$ cat config.mk
export PLATFORM = sky130hd
export DESIGN_NAME = hex_bus_sequencer
export DESIGN_NICKNAME = d
export VERILOG_FILES = /design/src/rtl/hex_pkg.sv /design/src/rtl/hex_bus_sequencer.sv
export SDC_FILE = /design/constraint.sdc
export NUM_CORES = 1
export LEC_CHECK = 0
export ABC_CLOCK_PERIOD_IN_PS = 2300
export CAP_MARGIN = 20
export CORE_MARGIN = 2
export CORE_UTILIZATION = 38
export DETAILED_ROUTE_END_ITERATION = 10
export PLACE_DENSITY = 0.74
export SYNTH_ARGS = -nofsm -noshare
export SYNTH_HDL_FRONTEND = slang
export SYNTH_SLANG_ARGS = --single-unit
$ cat constraint.sdc
create_clock -name iClk -period 2.3 [get_ports iClk]
set_input_delay 0.575 -clock iClk [delete_from_list [all_inputs] [get_ports iClk]]
set_output_delay 0.575 -clock iClk [all_outputs]
set_load 0.01 [all_outputs]
$ cat src/rtl/hex_pkg.sv
// Shared definitions for the hex display bus: sequencer states and the
// slave register map, so sequencer and display slaves agree on addresses.
package hex_pkg;

  typedef enum logic [2:0] {
    ST_IDLE,
    ST_WRITE,
    ST_COMMIT,
    ST_GAP,
    ST_DONE
  } seq_state_t;

  localparam logic [1:0] ADDR_DATA   = 2'd0;
  localparam logic [1:0] ADDR_COMMIT = 2'd1;

  localparam logic       IDLE_WRITE_N = 1'b1;
  localparam logic [1:0] IDLE_ADDRESS = ADDR_DATA;
  localparam logic [7:0] IDLE_DATA    = 8'h00;

  function automatic logic [7:0] dataByte(input logic [3:0] nibble);
    return {4'h0, nibble};
  endfunction

endpackage

$ cat src/rtl/hex_bus_sequencer.sv
// Streams a captured multi-digit hex value to a row of display slaves,
// one WRITE phase then one COMMIT phase per digit, lowest digit first.
import hex_pkg::*;

module hex_bus_sequencer #(
  parameter int NUM_DIGITS  = 4,
  parameter int HOLD_CYCLES = 1
) (
  input  logic                    iClk,
  input  logic                    iReset,
  input  logic [4*NUM_DIGITS-1:0] iValue,
  input  logic                    iValid,
  output logic                    oReady,
  output logic [NUM_DIGITS-1:0]   oChip_select_n,
  output logic                    oWrite_n,
  output logic [1:0]              oAddress,
  output logic [7:0]              oHex_Data,
  output logic                    oBusy,
  output logic                    oDone
);

  localparam logic [3:0] HOLD_LAST  = 4'(HOLD_CYCLES - 1);
  localparam logic [2:0] LAST_DIGIT = 3'(NUM_DIGITS - 1);

  seq_state_t              r_state;
  logic [2:0]              r_digit;
  logic [3:0]              r_holdCnt;
  logic [4*NUM_DIGITS-1:0] r_value;

  seq_state_t              w_nextState;
  logic [2:0]              w_nextDigit;
  logic [3:0]              w_nextHold;
  logic [4*NUM_DIGITS-1:0] w_nextValue;
  logic                    w_holdDone;
  logic [3:0]              w_nextNibble;
  logic [NUM_DIGITS-1:0]   w_nextSelect;

  assign w_holdDone = (r_holdCnt == HOLD_LAST);

  always_comb begin
    w_nextState = r_state;
    w_nextDigit = r_digit;
    w_nextHold  = r_holdCnt;
    w_nextValue = r_value;
    case (r_state)
      ST_IDLE: begin
        w_nextDigit = '0;
        w_nextHold  = '0;
        if (iValid) begin
          w_nextState = ST_WRITE;
          w_nextValue = iValue;
        end
      end
      ST_WRITE: begin
        if (w_holdDone) begin
          w_nextState = ST_COMMIT;
          w_nextHold  = '0;
        end else begin
          w_nextHold = r_holdCnt + 4'd1;
        end
      end
      ST_COMMIT: begin
        if (w_holdDone) begin
          w_nextHold  = '0;
          w_nextState = (r_digit == LAST_DIGIT) ? ST_DONE : ST_GAP;
        end else begin
          w_nextHold = r_holdCnt + 4'd1;
        end
      end
      ST_GAP: begin
        w_nextState = ST_WRITE;
        w_nextDigit = r_digit + 3'd1;
      end
      ST_DONE: begin
        w_nextState = ST_IDLE;
        w_nextDigit = '0;
      end
      default: begin
        w_nextState = ST_IDLE;
        w_nextDigit = '0;
        w_nextHold  = '0;
      end
    endcase
  end

  // Bus outputs are decoded from the next state so they line up with the state they belong to.
  assign w_nextNibble = w_nextValue[4*int'(w_nextDigit) +: 4];
  assign w_nextSelect = ~(NUM_DIGITS'(1) << w_nextDigit);

  always_ff @(posedge iClk) begin
    if (iReset) begin
      r_state        <= ST_IDLE;
      r_digit        <= '0;
      r_holdCnt      <= '0;
      r_value        <= '0;
      oReady         <= 1'b1;
      oBusy          <= 1'b0;
      oDone          <= 1'b0;
      oChip_select_n <= '1;
      oWrite_n       <= IDLE_WRITE_N;
      oAddress       <= IDLE_ADDRESS;
      oHex_Data      <= IDLE_DATA;
    end else begin
      r_state   <= w_nextState;
      r_digit   <= w_nextDigit;
      r_holdCnt <= w_nextHold;
      r_value   <= w_nextValue;
      oReady    <= (w_nextState == ST_IDLE);
      oBusy     <= (w_nextState != ST_IDLE);
      oDone     <= (w_nextState == ST_DONE);
      case (w_nextState)
        ST_WRITE: begin
          oChip_select_n <= w_nextSelect;
          oWrite_n       <= 1'b0;
          oAddress       <= ADDR_DATA;
          oHex_Data      <= dataByte(w_nextNibble);
        end
        ST_COMMIT: begin
          oChip_select_n <= w_nextSelect;
          oWrite_n       <= 1'b1;
          oAddress       <= ADDR_COMMIT;
          oHex_Data      <= IDLE_DATA;
        end
        default: begin
          oChip_select_n <= '1;
          oWrite_n       <= IDLE_WRITE_N;
          oAddress       <= IDLE_ADDRESS;
          oHex_Data      <= IDLE_DATA;
        end
      endcase
    end
  end

endmodule

# Word-level counts from Yosys, hierarchy flattened
# Cells that the tools add are included.
totals:
  memories: 0
  elab_cells: 48
  romBits: 0
  ramBits: 0
  inputBits: 19
  output_inout_bits: 18
  regBits: 44
  latchBits: 0
op_classes:
  mul: 0
  add_sub_neg: 2
  bitwise_logic: 3
  n_reduce_logical: 9
  n_lt_le_gt_ge: 0
  mux: 12
  div: 0
  n_eq_ne: 8
  n_shift: 2
ops:
  columns: ["op", "n"]
  rows:
  - ["$mux W16", 2]
  - ["$shiftx A16 B6 Y4", 1]
  - ["$eq A3 B2 Y1 const B", 4]
  - ["$mux W3", 4]
  - ["$pmux W3 S4", 1]
  - ["$reduce_or A2 Y1", 5]
  - ["$pmux W4 S2", 1]
  - ["$eq A3 B1 Y1 const B", 2]
  - ["$eq A3 B3 Y1 const B", 2]
  - ["$logic_not A3 Y1", 2]
  - ["$pmux W3 S2", 1]
  - ["$add A4 B1 Y4 const B", 1]
  - ["$logic_not A4 Y1", 1]
  - ["$mux W4", 1]
  - ["$not A4 Y4", 1]
  - ["$shl A1 B3 Y4 const A", 1]
  - ["$add A3 B1 Y3 const B", 1]
  - ["$reduce_bool A3 Y1", 1]
  - ["$mux W1", 2]
  - ["$not A1 Y1", 2]

# Logic depth before layout (Yosys ltp)
depth:
  word_depth: 8
  mapped_depth: 8
  ltp_nobuf: 8

# Worst setup path after synthesis
# No wires, ideal clock.
synth_path:
  path_kind: "in2reg"
  start: "in iValid"
  end: "reg oHex_Data[1]"
  cell_stages: 7
  path_buffers: 2
  slack_ns: 0.552
  arrival_ns: 1.633
  setup_time_ns: 0.115
  t_required_ns: 2.185
  cell_sequence: "nor2b_1 and3_1 buf_6 buf_12 mux2i_1 o22ai_1 o21a_1"
synth_via:
  elab_chain_len: 5
  elab_cells_between_ends: 8
  cone_classes: "eq/ne: 1; shift: 1; mux: 4; bitwise: 1; reduce/logical: 1"
synth_rtl:
  columns: ["item", "line_no", "source"]
  rows:
  - ["start: declaration", "hex_bus_sequencer.sv:12", "input logic iValid,"]
  - ["parallel branches: the longest is 5 deep, another holds $mux W16", null, null]
  - ["end signal: assignment", "hex_bus_sequencer.sv:116", "oHex_Data <= dataByte(w_nextNibble);"]
  - ["end: declaration", "hex_bus_sequencer.sv:17", "output logic [7:0] oHex_Data,"]
# Several ways; the timed one is not identified.
# A chain may end at the register's enable or synchronous reset.

# Worst setup path after layout
layout_path:
  start: "in iValid"
  end: "reg oHex_Data[0]"
# The elaborated chain is that of the path after synthesis.

==> impl_metrics.env <==
export IMPL_wl_per_cell_microns=13.0
export IMPL_final_nets=256
export IMPL_area_delta_synth_final_pct=26.8
export IMPL_portBuffers=31
export IMPL_leakage_nw=0.921
export IMPL_syn_instance_count=194
export IMPL_p_total_mw=1.68
export IMPL_slew_violations=0
export IMPL_hold_class="reg -> reg"
export IMPL_holdCritStartpoint="r_value[9]$_SDFF_PP0_"
export IMPL_synth_ff_type="dfxtp_1"
export IMPL_grt_first_pass_wirelength_mm=6.26
export IMPL_synthArstFlopShare_pct=0
export IMPL_cts_sinks=39
export IMPL_grt_pass1_vias=1435
export IMPL_gp_congestion=0.809
export IMPL_die_y_microns=73.1
export IMPL_grtUsageTotal_pct=15.3
export IMPL_synth_cell_types=46
export IMPL_via_per_inst=5.05
export IMPL_ant_nets=0
export IMPL_yosys_warnings=0
export IMPL_finalCriticalPeriod_ns=2.01
export IMPL_grt_setup_unrepaired="no"
export IMPL_max_stage_delay_ns=0.47
export IMPL_slowest_stage="clkdlybuf4s50_1"
export IMPL_cp_cell_sequence="clkdlybuf4s50_1 -> nor2b_1 -> and3_1 -> buf_4 -> mux2i_1 -> o22ai_1 -> o21a_1"
export IMPL_path_buf_inv=2
export IMPL_drive_gt1_share_pct=11.5
export IMPL_status="complete, no violations"
export IMPL_cts_hold_buffers=0
export IMPL_cp_max_fo=5
export IMPL_final_common_cell="dfxtp_1"
export IMPL_netlist_area_sq_um=1810
export IMPL_grt_max_degree=22
export IMPL_core_area_sq_um=4660
export IMPL_rows=25
export IMPL_avgSynthCellArea_sq_um=9.35
export IMPL_critPathKind="in -> reg"
export IMPL_dr_pass1_iters=4
export IMPL_path_clk_slew_ns=0.08
export IMPL_crit_path_start="iValid"
export IMPL_cts_resized=0
export IMPL_crit_required_ns=2.49
export IMPL_fp_dieW_microns=73.1
export IMPL_ys_ff_latch=39
export IMPL_start_util_pct=38.9
export IMPL_dpl_hpwl_mm=2.73
export IMPL_yosys_area_top_type="dfxtp_1"
export IMPL_synth_area_top_cells="dfxtp_1, mux2i_1, nor2_1"
export IMPL_drc=0
export IMPL_cts_buffers=5
export IMPL_io_pin_count=37
export IMPL_synth_edff_count=0
export IMPL_fin_crit_sh_pct=87.3
export IMPL_setup_worst_path_start_class="input port"
export IMPL_power_density_nw_per_um2=730
export IMPL_diodes=0
export IMPL_hold_viol=0
export IMPL_num_vias=1455
export IMPL_die_area_sq_um=5340
export IMPL_max_freq_mhz=498
export IMPL_cp_top_family="buffers and inverters"
export IMPL_root_buffer="clkbuf_8"
export IMPL_setup_viol=0
export IMPL_clock_latency_ns=0.29
export IMPL_htree_num_levels=2
export IMPL_cts_tree="done"
export IMPL_yosysSeqAreaShare_pct=43.0
export IMPL_synth_top_area_share_pct=43.0
export IMPL_drt_wl_total_mm=3.74
export IMPL_grt_ovfl_total=0
export IMPL_final_cell_mix="dfxtp_1, clkdlybuf4s50_1, nor2_1"
export IMPL_cts_buffer_depth=2
export IMPL_post_cts_buffers=0
export IMPL_rr_startpoint="r_holdCnt[0]$_SDFFE_PP0N_"
export IMPL_drt_iter0_markers=74
export IMPL_crit_arrival_ns=2.20
export IMPL_final_fill_count=414
export IMPL_drv_cap=0
export IMPL_fin_skew_ns=0.00658
export IMPL_hold_ws_ns=0.496
export IMPL_cp_end_kind="flip-flop"
export IMPL_antenna_found_initial=0
export IMPL_irDropWorstVdd_v=0.000404
## per-stage QoR
step                      util, %  instances  setup TNS, ns  cell area, sq um  worst slack, ns
after global placement       47.0        280              0              2190           0.0431
after CTS                    49.4        288              0              2300            0.301
after detailed placement     47.0        280        -0.0130              2190          -0.0130
after global routing         49.4        288              0              2300            0.147
final                        49.4        288              0              2300            0.293
after floorplan                 -        198              0              1830            0.552
## flip-flops by register name, indices dropped and copies added, names as in the netlist
name            cells
r_value            16
oAddress            1
oWrite_n            1
oBusy               1
r_holdCnt           4
oDone               1
oChip_select_n      4
oReady              1
r_state             3
r_digit             3
oHex_Data           4
## layout make-up
type	count	area, sq um	area share (%)
Clock buffer	5	68.8	2.99
Clock inverter	3	43.8	1.90
Multi-Input combinational cell	133	882	38.3
Tap cell	54	67.6	2.94
Timing Repair Buffer	44	420	18.3
Inverter	10	37.5	1.63
Sequential cell	39	781	33.9
## worst min-delay path, delay by kind of cell (launching register included)
family	cells	cell delay (ns)
and+or+nand+nor	1	0.08
muxes	1	0.07
DFF	1	0.31
## kinds of logic (layout without fill, tap and decap cells)
kind of cell | count (synthesis) | after routing | share of synthesized area [%]
xor gates and xnor gates | 2 | 2 | 0.966
DFF | 39 | 39 | 43.0
AOI/OAI and AO/OA | 39 | 39 | 15.0
buffers and inverters | 26 | 62 | 9.17
other | 1 | 5 | 0.207
and+or+nand+nor | 65 | 65 | 19.0
adders and majority gates | 5 | 5 | 3.31
muxes | 17 | 17 | 9.38
## metal layers
metal  share of wire, %  global-route usage [%]  vias up
met5                  0                       0        -
met1                 48                    19.4      674
li1                   -                       -      737
met3                5.3                    5.94        6
met2                 45                    23.3       38
met4                1.6                    5.76        0
## path summary, 6_finish.rpt
path                             endpoint  slack, ns  depth (start not counted)
setup / recovery  oHex_Data[0]$_SDFF_PP0_       0.29                          7
hold / removal      r_value[9]$_SDFF_PP0_       0.50                          2
setup reg to reg  oHex_Data[1]$_SDFF_PP0_       0.42                          7
hold reg to reg     r_value[9]$_SDFF_PP0_       0.50                          2
## Yosys cell counts, types with 4 or more instances
master and n:
nor2b_1 4, a21oi_1 11, dfxtp_1 39, nand2_1 13, ha_1 4, buf_4 7
o21a_1 5, inv_1 9, nor2_1 25, mux2i_1 17, o22ai_1 9
## power by group
part           total, mW  internal [mW]  leakage, nW  switching (mW)
clock              0.565          0.323       0.0581           0.243
combinational      0.361          0.185        0.545           0.176
sequential         0.752          0.726        0.319          0.0255
No activity file was read; power rests on OpenSTA's default activity.
